--- src/rtl/asp_net_arbiter.sv ---
// rtl/asp_net_arbiter.sv - round-robin arbiter and transmit sequencer for the shared network link
// Latches the winning requester's word, sends it, waits for ACK with retries, then reports ACK or fail.
module asp_net_arbiter #(
    parameter int NUM_REQ     = 4,
    parameter int DATA_SIZE   = 32,
    parameter int TAG_SIZE    = 8,
    parameter int ACK_TIMEOUT = 16,
    parameter int MAX_RETRY   = 3
) (
    input  logic                                          clk,
    input  logic                                          reset,
    input  logic [NUM_REQ-1:0]                            req_data_ready_in,
    input  logic [NUM_REQ*(DATA_SIZE+TAG_SIZE)-1:0]       req_data_tag_in,
    output logic [NUM_REQ-1:0]                            req_ACK_out,
    output logic [NUM_REQ-1:0]                            req_fail_out,
    output logic [NUM_REQ-1:0]                            grant_out,
    output logic                                          network_data_ready_out,
    output logic [DATA_SIZE+TAG_SIZE-1:0]                 network_data_tag_out,
    input  logic                                          network_ACK_in,
    output logic                                          busy_out
);

    localparam int W     = DATA_SIZE + TAG_SIZE;
    localparam int IDX_W = (NUM_REQ > 1) ? $clog2(NUM_REQ) : 1;
    localparam int TMR_W = $clog2(ACK_TIMEOUT);
    localparam int RTY_W = (MAX_RETRY < 1) ? 1 : $clog2(MAX_RETRY + 1);

    localparam logic [IDX_W:0]   NREQ_W    = (IDX_W+1)'(NUM_REQ);
    localparam logic [IDX_W-1:0] LAST_IDX  = IDX_W'(NUM_REQ - 1);
    localparam logic [TMR_W-1:0] TMR_LAST  = TMR_W'(ACK_TIMEOUT - 1);
    localparam logic [RTY_W-1:0] RTY_MAX   = RTY_W'(MAX_RETRY);

    typedef enum logic [2:0] {
        S_IDLE,
        S_SEND,
        S_WAIT_ACK,
        S_DONE_OK,
        S_DONE_FAIL
    } state_t;

    state_t             r_state;
    logic [IDX_W-1:0]   r_rr_ptr;
    logic [IDX_W-1:0]   r_gidx;
    logic [TMR_W-1:0]   r_timer;
    logic [RTY_W-1:0]   r_retry;
    logic [W-1:0]       r_word;
    logic [NUM_REQ-1:0] r_grant;
    logic [NUM_REQ-1:0] r_ack;
    logic [NUM_REQ-1:0] r_fail;
    logic               r_net_ready;
    logic               r_busy;

    logic               w_found;
    logic [IDX_W-1:0]   w_sel;
    logic [IDX_W:0]     w_idx;
    logic [W-1:0]       w_word;
    logic [NUM_REQ-1:0] w_sel_onehot;
    logic [NUM_REQ-1:0] w_owner_onehot;
    logic [IDX_W-1:0]   w_next_ptr;

    // Scan requesters starting at the round-robin pointer, wrapping past NUM_REQ-1 to 0.
    always_comb begin
        w_found = 1'b0;
        w_sel   = '0;
        w_idx   = '0;
        for (int k = 0; k < NUM_REQ; k++) begin
            w_idx = {1'b0, r_rr_ptr} + (IDX_W+1)'(k);
            if (w_idx >= NREQ_W) begin
                w_idx = w_idx - NREQ_W;
            end
            if (!w_found && req_data_ready_in[w_idx[IDX_W-1:0]]) begin
                w_found = 1'b1;
                w_sel   = w_idx[IDX_W-1:0];
            end
        end
    end

    always_comb begin
        w_word = '0;
        for (int i = 0; i < NUM_REQ; i++) begin
            if (w_sel == IDX_W'(i)) begin
                w_word = req_data_tag_in[i*W +: W];
            end
        end
    end

    assign w_sel_onehot   = NUM_REQ'(1) << w_sel;
    assign w_owner_onehot = NUM_REQ'(1) << r_gidx;
    assign w_next_ptr     = (r_gidx == LAST_IDX) ? '0 : r_gidx + 1'b1;

    always_ff @(posedge clk) begin
        if (reset) begin
            r_state     <= S_IDLE;
            r_rr_ptr    <= '0;
            r_gidx      <= '0;
            r_timer     <= '0;
            r_retry     <= '0;
            r_word      <= '0;
            r_grant     <= '0;
            r_ack       <= '0;
            r_fail      <= '0;
            r_net_ready <= 1'b0;
            r_busy      <= 1'b0;
        end else begin
            r_ack       <= '0;
            r_fail      <= '0;
            r_net_ready <= 1'b0;
            case (r_state)
                S_IDLE: begin
                    if (w_found) begin
                        r_gidx      <= w_sel;
                        r_word      <= w_word;
                        r_grant     <= w_sel_onehot;
                        r_retry     <= '0;
                        r_net_ready <= 1'b1;
                        r_busy      <= 1'b1;
                        r_state     <= S_SEND;
                    end
                end
                S_SEND: begin
                    r_timer <= '0;
                    r_state <= S_WAIT_ACK;
                end
                S_WAIT_ACK: begin
                    // An ACK arriving on the timeout edge still counts as success.
                    if (network_ACK_in) begin
                        r_ack   <= w_owner_onehot;
                        r_state <= S_DONE_OK;
                    end else if (r_timer == TMR_LAST) begin
                        if (r_retry < RTY_MAX) begin
                            r_retry     <= r_retry + 1'b1;
                            r_net_ready <= 1'b1;
                            r_state     <= S_SEND;
                        end else begin
                            r_fail  <= w_owner_onehot;
                            r_state <= S_DONE_FAIL;
                        end
                    end else begin
                        r_timer <= r_timer + 1'b1;
                    end
                end
                S_DONE_OK, S_DONE_FAIL: begin
                    r_rr_ptr <= w_next_ptr;
                    r_grant  <= '0;
                    r_busy   <= 1'b0;
                    r_state  <= S_IDLE;
                end
                default: begin
                    r_state <= S_IDLE;
                end
            endcase
        end
    end

    assign req_ACK_out            = r_ack;
    assign req_fail_out           = r_fail;
    assign grant_out              = r_grant;
    assign network_data_ready_out = r_net_ready;
    assign network_data_tag_out   = r_word;
    assign busy_out               = r_busy;

endmodule

--- config.mk ---
export PLATFORM = sky130hd
export DESIGN_NAME = asp_net_arbiter
export DESIGN_NICKNAME = d
export VERILOG_FILES = /design/src/rtl/asp_net_arbiter.sv
export SDC_FILE = /design/constraint.sdc
export NUM_CORES = 1
export LEC_CHECK = 0
export CAP_MARGIN = 30
export CORE_AREA = 3 3 102 104
export CTS_CLUSTER_SIZE = 12
export DETAILED_ROUTE_END_ITERATION = 7
export DIE_AREA = 0 0 105 107
export PLACE_DENSITY = 0.81
export SLEW_MARGIN = 10
export SYNTH_ARGS = -nofsm -noshare
export SYNTH_HDL_FRONTEND = slang
export SYNTH_SLANG_ARGS = --single-unit
export TNS_END_PERCENT = 20
--- constraint.sdc ---
create_clock -name clk -period 2.3 [get_ports clk]
set_input_delay 0.69 -clock clk [delete_from_list [all_inputs] [get_ports clk]]
set_output_delay 0.69 -clock clk [all_outputs]
set_load 0.05 [all_outputs]
Yosys cells after proc, flatten, opt, wreduce, memory -nomap -nowiden
Cells that the tools add are included.
- add/subtract/negate cells: 10
- $lt $le $gt $ge: 9
- equality and inequality tests: 15
- shift operators: 2
- mux-type cells: 47
- bitwise logic cells: 3
- reductions and logical operators: 19
- operators by type and width (operator ; number):
    $mux W40 ; 4
    $mux W2 ; 13
    $pmux W4 S2 ; 2
    $mux W1 ; 13
    $lt A2 B3 Y1 const B ; 4
    $mux W3 ; 4
    $mux W4 ; 3
    $ne A2 B2 Y1 const B ; 5
    $ge A3 B3 Y1 const B ; 3
    $pmux W3 S3 ; 1
    $bmux W1 S2 ; 4
    $shl A1 B2 Y4 const A ; 2
    $sub A2 B1 Y2 const B ; 4
    $add A2 B2 Y3 const B ; 2
    $eq A2 B2 Y1 const B ; 3
    $eq A3 B2 Y1 const B ; 2
    $reduce_and A2 Y1 ; 3
    $reduce_bool A2 Y1 ; 3
    $reduce_and A5 Y1 ; 1
    $reduce_or A5 Y1 ; 1
    $add A2 B1 Y2 const B ; 2
    $add A4 B1 Y4 const B ; 1
    $eq A4 B4 Y1 const B ; 1
    $pmux W1 S2 ; 2
    other kinds (16) ; 22
- register bits: 67
- output and inout bits: 54
- logic and storage cells: 116

Depth between registers and ports, before layout
Gate-level depths: netlist (run 1).
- depth after elaboration: 19
- depth in mapped cells: 7
- gate-level depth less buffers: 6

Worst setup path before layout (run 1)
OpenSTA, ideal clock, no wires.
- path kind: input-to-reg
- start point: in req_data_ready_in[3]
- end point: reg r_word[35] (netlist: network_data_tag_out[35])
- data arrival time: 1.861 ns
- required time: 2.164 ns
- slack: 0.304 ns
- stages: 7
- buffers on the path: 3
- cell sequence: buf_4 > nor2_1 > a2111o_1 > buf_6 > buf_2 > a22oi_1 > o32ai_1
- cells in the longest elaborated chain, start to end: 17
- ends and longest elaborated chain (element ; line ; RTL):
    start, declared ; 12 ; input logic [NUM_REQ-1:0] req_data_ready_in,
    $bmux W1 S2 ; 71 ; if (!w_found && req_data_ready_in[w_idx[IDX_W-1:0]]) begin
    $mux W1 (not written as such) ; 71 ;
    $mux W1 ; 71 ;
    $logic_not A1 Y1 ; 71 ;
    $logic_and A1 B1 Y1 ; 71 ;
    $mux W1 ; 71 ;
    $logic_not A1 Y1 ; 71 ;
    $logic_and A1 B1 Y1 ; 71 ;
    $mux W1 ; 71 ;
    $logic_not A1 Y1 ; 71 ;
    $logic_and A1 B1 Y1 ; 71 ;
    $mux W2 ; 71 ;
    $logic_not A2 Y1 ; 81 ; if (w_sel == IDX_W'(i)) begin
    $mux W40 (4 in a row) ; 81 ;
    end signal, assigned ; 112 ; r_word <= w_word;
    end, declared ; 46 ; logic [W-1:0] r_word;
Several ways; a longest one is shown, not always the timed one. The select of a mux whose other input is x is not followed.
A chain may end at the register's enable or synchronous reset.

Worst setup path in the final report (run 1)
- start point: reg r_word[37] (netlist: network_data_tag_out[37])
- end point: out network_data_tag_out[37]
- RTL lines (element ; line ; RTL):
    end, declared ; 18 ; output logic [DATA_SIZE+TAG_SIZE-1:0] network_data_tag_out,
No word-level cell between the ends.

==> results by group, run 1 <==
Finish
  – ANT cells: 0
  – Area growth, synth to finish: 79.8%
  – Multi-input combinational cell area: 2080 sq um
  – Share of layout cells above drive strength 1: 12.7%
  – Register area: 1340 sq um
  – NumNets Final: 824
  – Fillers: 795
  – Fin util: 67.4%
  – Post-Layout Cell Count: 789

Route
  – Post-route ant nets: 0
  – DR vias/cell: 5.56
  – Per-cell routed wire length: 18.7 microns
  – DR vias: 4386
  – DRT Pass-1 Iters: 5
  – First DRT Iteration DRCs: 219
  – # DRC: 0
  – DRT Wirelength: 14800 microns

Setup path
  – WP data required: 1610 ps
  – Slowest Stage Delay on Critical Path: 830 ps
  – Slowest stage cell, crit path: clkdlybuf4s50_1
  – Worst r2r src: r_state[2]
  – CP bufs+invs: 1
  – Setup crit end kind: primary output
  – CP startpoint kind: flop
  – CP Cell Sequence: clkdlybuf4s50_1
  – Arrival time worst endpoint: 1550 ps
  – Kind of critical path: flop to primary output
  – Crit-path max FO: 2
  – Top cell family by delay on the critical path: buffers and inverters
  – Setup crit start: network_data_tag_out[37]

Synthesis
  – Distinct cell type count after synthesis: 56
  – Syn Inst Count: 418
  – Net Count, Synth: 591
  – Mapped Area: 3620 sq um
  – Seq/Total Area, Yosys: 37.1%
  – Synth Register Bits: 67
  – Avg Inst Size Synth: 8.65 sq um
  – Post-synth ARST share: 0%
  – Ys flop type: dfxtp_1
  – Number of synthesized flops with an enable pin: 0
  – Synth warn: 0

Floorplanning
  – Die area: 11200 sq um
  – IO Pins: 221
  – Core ar.: 9640 sq um
  – Rows: 36
  – Chip height: 107 microns
  – Initial Utilization: 37.5%
  – Die Wd: 105 microns

Power
  – Power Dens Cells: 612 nW/um^2
  – Combinational fraction of design power: 42.5%
  – Switch share: 36.8%
  – Internal: 2510 uW
  – Flop pwr share: 34.8%
  – P_leak: 0.00231 uW
  – Switching Power: 1460 uW
  – Maximum vdd ir drop: 0.340 mV
  – Clk pwr share: 22.7%

Timing
  – Final setup fails: 0
  – Final hold violation count: 0
  – RSZ-0062 raised after global routing: false
  – Slew HR: 63.8%
  – Final count of pins violating max slew: 0
  – Slew @ Worst Pin: 541 ps
  – Post-layout min period: 2240 ps
  – Skew final: 8.97 ps
  – Tcrit/Tclk final: 97.5%
  – Max frequency: 446 MHz
  – Fin Setup TNS: 0 ps

CTS
  – CTS tree: yes
  – CTS Root Buffer Type: clkbuf_8
  – CTS Buf Count: 9
  – Reg clk slew, reported paths: 80 ps
  – CTS H-tree lvls: 3
  – CTS max path bufs: 2
  – Clk_lat worst skew: 340 ps
  – Sink Count: 67

Global route
  – Grt ovf: 0
  – Vias in the first global route: 4531
  – Largest net degree at the start of global routing: 37
  – Gr usage total: 24.7%
  – Initial antenna violation count: 0
  – Global-route wire length before repair: 22500 microns

Worst hold path
  – Hold Path Origin: network_data_tag_out[14]
  – Hold Crit Class: flop to flop

Placed design
  – Placed insts: 770
  – IO Port Bufs: 220
  – Hpwl dp: 11000 microns
  – Global placement routability congestion: 0.892

Outcome
  – Outcome: completed

Flow run
  – Max Cap Viol: 0
## flip-flops by register name, summed over array words and instances (netlist names)
name                    cells
network_data_tag_out       40
busy_out                    1
r_rr_ptr                    2
r_timer                     4
network_data_ready_out      1
r_gidx                      2
grant_out                   4
r_state                     3
r_retry                     2
req_ACK_out                 4
req_fail_out                4
## layout make-up
| type | instances | area share (%) |
|---|---|---|
| Sequential cell | 67 | 20.6 |
| Inverter | 4 | 0.231 |
| Timing Repair Buffer | 260 | 41.8 |
| Clock buffer | 12 | 2.39 |
| Tap cell | 133 | 2.56 |
| Multi-Input combinational cell | 309 | 32.0 |
| Clock inverter | 4 | 0.385 |
## Yosys cell counts, types with 8 or more instances
cell type,n,area [sq um]
nand2_1,40,150
o221ai_1,26,228
o31ai_1,31,233
a21oi_1,18,90.1
a22oi_1,9,67.6
nor3_1,66,330
dfxtp_1,67,1340
o211ai_1,8,60.1
nor2_1,22,82.6
buf_2,12,60.1
o32ai_1,8,70.1
buf_4,8,60.1
clkbuf_1,13,48.8
## per-layer routing
layer / GRT usage [%] / up-vias / share of wire (%)
li1: - / 2076 / -
met1: 28.9 / 2073 / 39
met2: 43.1 / 213 / 51
met3: 6.74 / 24 / 7.7
met4: 9.00 / 0 / 2.2
met5: 0 / - / 0
## per-stage QoR
step	instance area [sq um]	setup slack, ps	power [uW]	hold WS (ps)
5_1_grt	6500	2.15	4170	488
2_1_floorplan	3620	304	2290	451
6_report	6500	58.0	3980	458
4_1_cts	6430	33.3	3980	461
3_3_place_gp	6250	-213	3040	433
3_5_place_dp	6250	-329	3080	443
## placed cells by master (no fill, tap or decap), drive strengths merged, types with 4 or more instances in the layout
master / n
a21oi: 19
a22oi: 9
and2: 4
and3: 4
buf: 39
clkbuf: 13
clkdlybuf4s50: 218
dfxtp: 67
ha: 6
inv: 4
nand2: 40
nand2b: 4
nand3: 7
nor2: 25
nor2b: 4
nor3: 67
o211ai: 9
o21ai: 7
o221ai: 32
o22ai: 4
o31ai: 31
o32ai: 8
## worst min-delay path, cell delays in order (launching register included)
cell and delay [ps]:
dfxtp_1 320, nand2_1 50, o31ai_1 60
## power by group through the flow
stage	Combinational [uW]	Sequential, uW	Clock [uW]
2_1_floorplan	474	1810	0
3_3_place_gp	1640	1400	0
3_5_place_dp	1670	1410	0
4_1_cts	1680	1380	925
5_1_grt	1780	1400	993
6_report	1690	1380	903
## worst paths after layout
kind / endpoint / slack, ps / cells past startpoint
max: network_data_tag_out[37] / 60 / 1
min reg2reg: network_data_tag_out[14] / 460 / 2
min: network_data_tag_out[14] / 460 / 2
max reg2reg: network_data_tag_out[14] / 490 / 5
## kinds of logic (layout without fill, tap and decap cells)
| group | Yosys count | in the layout | synth area share (%) |
|---|---|---|---|
| flip-flops | 67 | 67 | 37.1 |
| adder cells (fa/ha/maj) | 6 | 6 | 2.08 |
| XOR/XNOR | 1 | 1 | 0.242 |
| buffers and inverters | 42 | 280 | 6.64 |
| AO/OA/AOI/OAI | 136 | 136 | 30.6 |
| AND/OR/NAND/NOR | 165 | 165 | 23.1 |
| multiplexers | 1 | 1 | 0.277 |
## what timing repair did
item,CTS,global route
endpoints found under the setup margin,0,21
resized for setup,0,6
hold buffers,0,0
setup buffers,0,1
(Power assumes the default switching activity.)
==> run 2: changes to the inputs <==
Settings changed: CORE_AREA 3 3 102 104 to 3 3 101 103, CTS_BUF_LIST set to sky130_fd_sc_hd__clkbuf_4, DIE_AREA 0 0 105 107 to 0 0 104 106, PLACE_DENSITY 0.81 to 0.82.
==> results by group, run 2 (synthesis gave the netlist of run 1 again) <==
Outcome
  – Outcome: completed (unchanged)

Floorplanning
  – Rows: 35 (was 36)
  – Core ar.: 9280 sq um (was 9640 sq um)
  – IO Pins: 221 (unchanged)
  – Die area: 11000 sq um (was 11200 sq um)
  – Die Wd: 104 microns (was 105 microns)
  – Chip height: 106 microns (was 107 microns)
  – Initial Utilization: 38.9% (was 37.5%)

Power
  – P_leak: 0.00266 uW (was 0.00231 uW)
  – Overall power: 3650 uW (was 3980 uW)
  – Power Dens Cells: 569 nW/um^2 (was 612 nW/um^2)
  – Maximum vdd ir drop: 0.349 mV (was 0.340 mV)

Timing
  – Skew final: 16.9 ps (was 8.97 ps)
  – Slew HR: 63.6% (was 63.8%)
  – Tcrit/Tclk final: 97.3% (was 97.5%)
  – Post-layout min period: 2240 ps (about the same)
  – Final hold violation count: 0 (unchanged)
  – Final count of pins violating max slew: 0 (unchanged)
  – Max frequency: 447 MHz (was 446 MHz)
  – Slew @ Worst Pin: 546 ps (was 541 ps)
  – Final setup fails: 0 (unchanged)
  – Worst Hold Slack: 461 ps (was 458 ps)
  – Fin Setup TNS: 0 ps (unchanged)

Global route
  – Gr usage total: 25.1% (was 24.7%)
  – Vias in the first global route: 4570 (was 4531)
  – Largest net degree at the start of global routing: 30 (was 37)
  – Initial antenna violation count: 1 (was 0)
  – Global-route wire length before repair: 22500 microns (about the same)
  – Grt ovf: 0 (unchanged)

Finish
  – Max FFs per register: 40 (unchanged)
  – Finished Cell Area: 6420 sq um (was 6500 sq um)
  – Commonest cells after routing, fill and taps aside: clkdlybuf4s50_1, dfxtp_1, nor3_1 (unchanged)
  – Commonest non-fill, non-tap cell in the layout: clkdlybuf4s50_1 (unchanged)
  – NumNets Final: 829 (was 824)
  – Share of layout cells above drive strength 1: 13.2% (was 12.7%)
  – Fillers: 755 (was 795)
  – Area growth, synth to finish: 77.7% (was 79.8%)
  – Post-Layout Cell Count: 790 (was 789)

CTS
  – Reg clk slew, reported paths: 110 ps (was 80 ps)
  – CTS max path bufs: 2 (unchanged)
  – CTS Buf Count: 9 (unchanged)
  – Hold_buf cts: 0 (unchanged)
  – CTS H-tree lvls: 3 (unchanged)
  – CTS Root Buffer Type: clkbuf_4 (was clkbuf_8)
  – Clk_lat worst skew: 390 ps (was 340 ps)
  – Sink Count: 67 (unchanged)
  – CTS tree: yes (unchanged)

Setup path
  – Setup crit end kind: primary output (unchanged)
  – WP data required: 1610 ps (about the same)
  – Kind of critical path: flop to primary output (unchanged)
  – Slowest stage cell, crit path: clkdlybuf4s50_1 (unchanged)
  – Slowest Stage Delay on Critical Path: 810 ps (was 830 ps)
  – Arrival time worst endpoint: 1550 ps (about the same)
  – CP bufs+invs: 1 (unchanged)
  – Top cell family by delay on the critical path: buffers and inverters (unchanged)
  – Crit-path max FO: 2 (unchanged)
  – CP startpoint kind: flop (unchanged)
  – CP Cell Sequence: clkdlybuf4s50_1 (unchanged)

Placed design
  – Placed insts: 774 (was 770)
  – IO Port Bufs: 220 (unchanged)
  – Global placement routability congestion: 0.833 (was 0.892)
  – Post-DP Area: 6280 sq um (was 6250 sq um)
  – Hpwl dp: 11000 microns (about the same)

Route
  – DRT Pass-1 Iters: 4 (was 5)
  – Per-cell routed wire length: 18.0 microns (was 18.7 microns)
  – First DRT Iteration DRCs: 156 (was 219)
  – Post-route ant nets: 0 (unchanged)
  – DRT Wirelength: 14300 microns (was 14800 microns)
  – DR vias: 4351 (was 4386)
  – # DRC: 0 (unchanged)
  – DR vias/cell: 5.51 (was 5.56)

Worst hold path
  – Hold Crit Class: flop to flop (unchanged)

Flow run
  – Max Cap Viol: 0 (unchanged)
## run 2: cell count changes in the layout (fill, tap and decap cells not counted), moves of 9 or more
cell | before | now
dlygate4sd2_1 | 0 | 13
clkdlybuf4s50_1 | 218 | 183
clkbuf_8 | 11 | 0
clkbuf_4 | 0 | 11
buf_4 | 23 | 32
dlymetal6s2s_1 | 2 | 23
## run 2: path summary, 6_finish.rpt
| kind | depth (start not counted) | from | slack, ps | endpoint |
|---|---|---|---|---|
| max | 1 | network_data_tag_out[17] | 60 | network_data_tag_out[17] |
| min | 2 | network_data_tag_out[20] | 460 | network_data_tag_out[20] |
| max reg2reg | 5 | r_state[2] | 430 | network_data_tag_out[10] |
| min reg2reg | 2 | network_data_tag_out[20] | 460 | network_data_tag_out[20] |
## run 2: repair_timing
action / in CTS / in global routing
setup endpoints to repair: 13 / 24
resized for setup: 13 / 24
buffers inserted: 0 / 0
## run 2: metal layers
| layer | global-route usage, % | up-vias | share of wire [%] |
|---|---|---|---|
| met5 | 0 | - | 0 |
| met4 | 10.7 | 0 | 2.8 |
| met3 | 7.29 | 32 | 8.3 |
| met2 | 46.3 | 211 | 51 |
| met1 | 26.7 | 2027 | 37 |
| li1 | - | 2081 | - |
## run 2: worst register-to-register path, delay by kind of cell, from the launching register on
family / cells / cell delay (ps)
simple gates: 2 / 660
flops: 1 / 480
compound gates: 2 / 440
buf+inv: 1 / 180
## run 2: through the flow
stage                     utilization, %  setup WS (ps)
after global placement              67.6           -212
after detailed placement            67.6           -324
after CTS                           68.5          0.957
after global routing                69.2          -7.53
final                               69.2           62.0
after floorplan                        -            304
## run 2: power by group
part | switching (uW) | internal (uW)
Sequential | 85.2 | 1290
Combinational | 907 | 739
Clock | 397 | 233
## run 2: cell type report
cell class              count  area (sq um)  area share, %
diodes                      1          2.50         0.0389
flip-flops and latches     67          1340           20.9
well taps                 129           161           2.51
repair buffers            265          2750           42.7
inverters                   4          15.0          0.234
multi-input cells         309          2060           32.0
clock inverters             4          18.8          0.292
clock buffers              11          82.6           1.29
==> edit (config.mk and constraints of run 2) <==
Reset style: asynchronous (`reset`), changed in one clocked block.
--- a/src/rtl/asp_net_arbiter.sv
+++ b/src/rtl/asp_net_arbiter.sv
@@ -88,7 +88,7 @@
     assign w_owner_onehot = NUM_REQ'(1) << r_gidx;
     assign w_next_ptr     = (r_gidx == LAST_IDX) ? '0 : r_gidx + 1'b1;
 
-    always_ff @(posedge clk) begin
+    always_ff @(posedge clk or posedge reset) begin
         if (reset) begin
             r_state     <= S_IDLE;
             r_rr_ptr    <= '0;
Formal check against the unedited RTL: differs if reset is asserted again (counterexample within 4 cycles, from zero or initial values and one cycle with reset high); with reset held inactive, the same outputs for 10 cycles.
==> edit against run 2 <==
  * Sequential cell count unchanged
  * Via count down 15%
  * Setup slack worse by 0.042 ns
  * Hold slack better by 0.034 ns
  * Final area up 6.5%
  * First-iteration DRC count down 19%
  * Routed wire length down 13%
  * Final cell count down 9.2%
  * Area after synthesis up 10%
  * Non-clock buffer count down 2
Power is not compared: it rests on default switching activity, and its combinational part moved more than twofold at a synthesized area within 25%.
==> edit: results (changes against run 2) <==
| Metric | Value |
|---|---|
| Status | finished clean (unchanged) |
| Fraction of layout cells with a size suffix above 1 | 18.88% (was 13.18%) |
| Register area share after synthesis | 42.15% (was 37.09%) |
| Initial antenna violation count | 0 (was 1) |
| Vias in the first global route | 3946 (was 4570) |
| Design area | 6843 um^2 (was 6425 um^2) |
| ANT cells | 0 (was 1) |
| Asr flop ratio synth | 100.0% (was 0%) |
| Routability congestion estimate from global placement | 0.8698 (was 0.8334) |
| Final Skew | 0.02476 ns (was 0.01687 ns) |
| # placed instances | 699 (was 774) |
| Worst-Margin Slew | 0.7762 ns (was 0.5458 ns) |
| Critical Path Max Stage Delay | 0.49 ns (was 0.81 ns) |
| Top cells by instance count after synthesis | mux2i_1, dfrtp_1, nand2_1 (was dfxtp_1, nor3_1, nand2_1) |
| Met1 WL | 4911 um (was 5340 um) |
| Met3 Routed Length | 827 um (was 1187 um) |
| Hpwl dp | 9948 um (was 11020 um) |
| Synth area leaders | dfrtp_1, mux2i_1, o221ai_2 (was dfxtp_1, nor3_1, o31ai_1) |
| GRT Total Usage | 22.36% (was 25.14%) |
| # fillers | 683 (was 755) |
| Syn Nets | 506 (was 591) |
| Mapped Cells | 333 (was 418) |
| Yosys cell types | 46 (was 56) |
| Worst-path maximum fanout | 18 (was 2) |
| CP arrival | 2.54 ns (was 1.55 ns) |
| Cells on worst reg2reg path | 7 (was 5) |
| WL per Instance | 17.38 um (was 18.05 um) |
edit: metal layers:
| layer | vias to the layer above | global-route usage, % |
|---|---|---|
| met5 | - | 0 |
| met3 | 13 | 5.100 |
| met4 | 0 | 6.363 |
| li1 | 1764 | - |
| met1 | 1773 | 26.48 |
| met2 | 156 | 40.62 |
edit: what timing repair did:
item | CTS | global route
setup endpoints to repair | 17 | 61
pin swaps | 0 | 1
gates resized for setup | 17 | 33
buffers inserted | 0 | 2
edit: final timing paths:
check / slack [ns] / startpoint / endpoint
worst max-delay path: 0.02 / req_data_ready_in[1] / network_data_tag_out[26]
max in group asynchronous: 1.24 / reset / network_data_tag_out[0]
worst min register to register: 0.50 / network_data_tag_out[17] / network_data_tag_out[17]
min in group asynchronous: 0.74 / reset / req_fail_out[2]
worst max register to register: 0.35 / r_rr_ptr[1] / network_data_tag_out[26]
worst min-delay path: 0.50 / network_data_tag_out[17] / network_data_tag_out[17]
edit: cell families after synthesis:
kind of cell	count (synthesis)	share of synthesized area (%)
compound gates	62	19.66
fa+ha+maj	6	1.887
buf+inv	30	4.750
flops	67	42.15
mux	84	21.20
simple gates	84	10.35
edit: power by group:
part,switching [uW],internal (uW)
Clock,412,445
Sequential,323,1660
Combinational,3130,2280
Total,3870,4380
edit: layout make-up:
cell class / count / area share, %
clock buffers: 10 / 1.097
flip-flops and latches: 67 / 24.50
multi-input cells: 236 / 31.41
repair buffers: 263 / 39.07
inverters: 6 / 0.3840
clock inverters: 6 / 1.170
well taps: 129 / 2.359
edit: per-stage QoR:
| step | hold slack (ns) | power (uW) | worst slack [ns] | TNS (ns) |
|---|---|---|---|---|
| detailed placement | 0.4760 | 7555 | -0.4068 | -16.74 |
| global route | 0.5182 | 8744 | 0.003257 | 0 |
| finish | 0.4953 | 8249 | 0.01950 | 0 |
| CTS | 0.5026 | 8319 | 0.0008960 | 0 |
| floorplan | 0.4638 | 5563 | 0.3108 | 0 |
| global placement | 0.4740 | 7422 | -0.3634 | -14.44 |
edit: worst reg2reg max path: cells and delay by family, from the launching register on:
family | cells | cell delay [ns]
multiplexers | 1 | 0.24
AND/OR/NAND/NOR | 1 | 0.44
flip-flops | 1 | 0.46
AO/OA/AOI/OAI | 2 | 0.20
buffers and inverters | 3 | 0.47
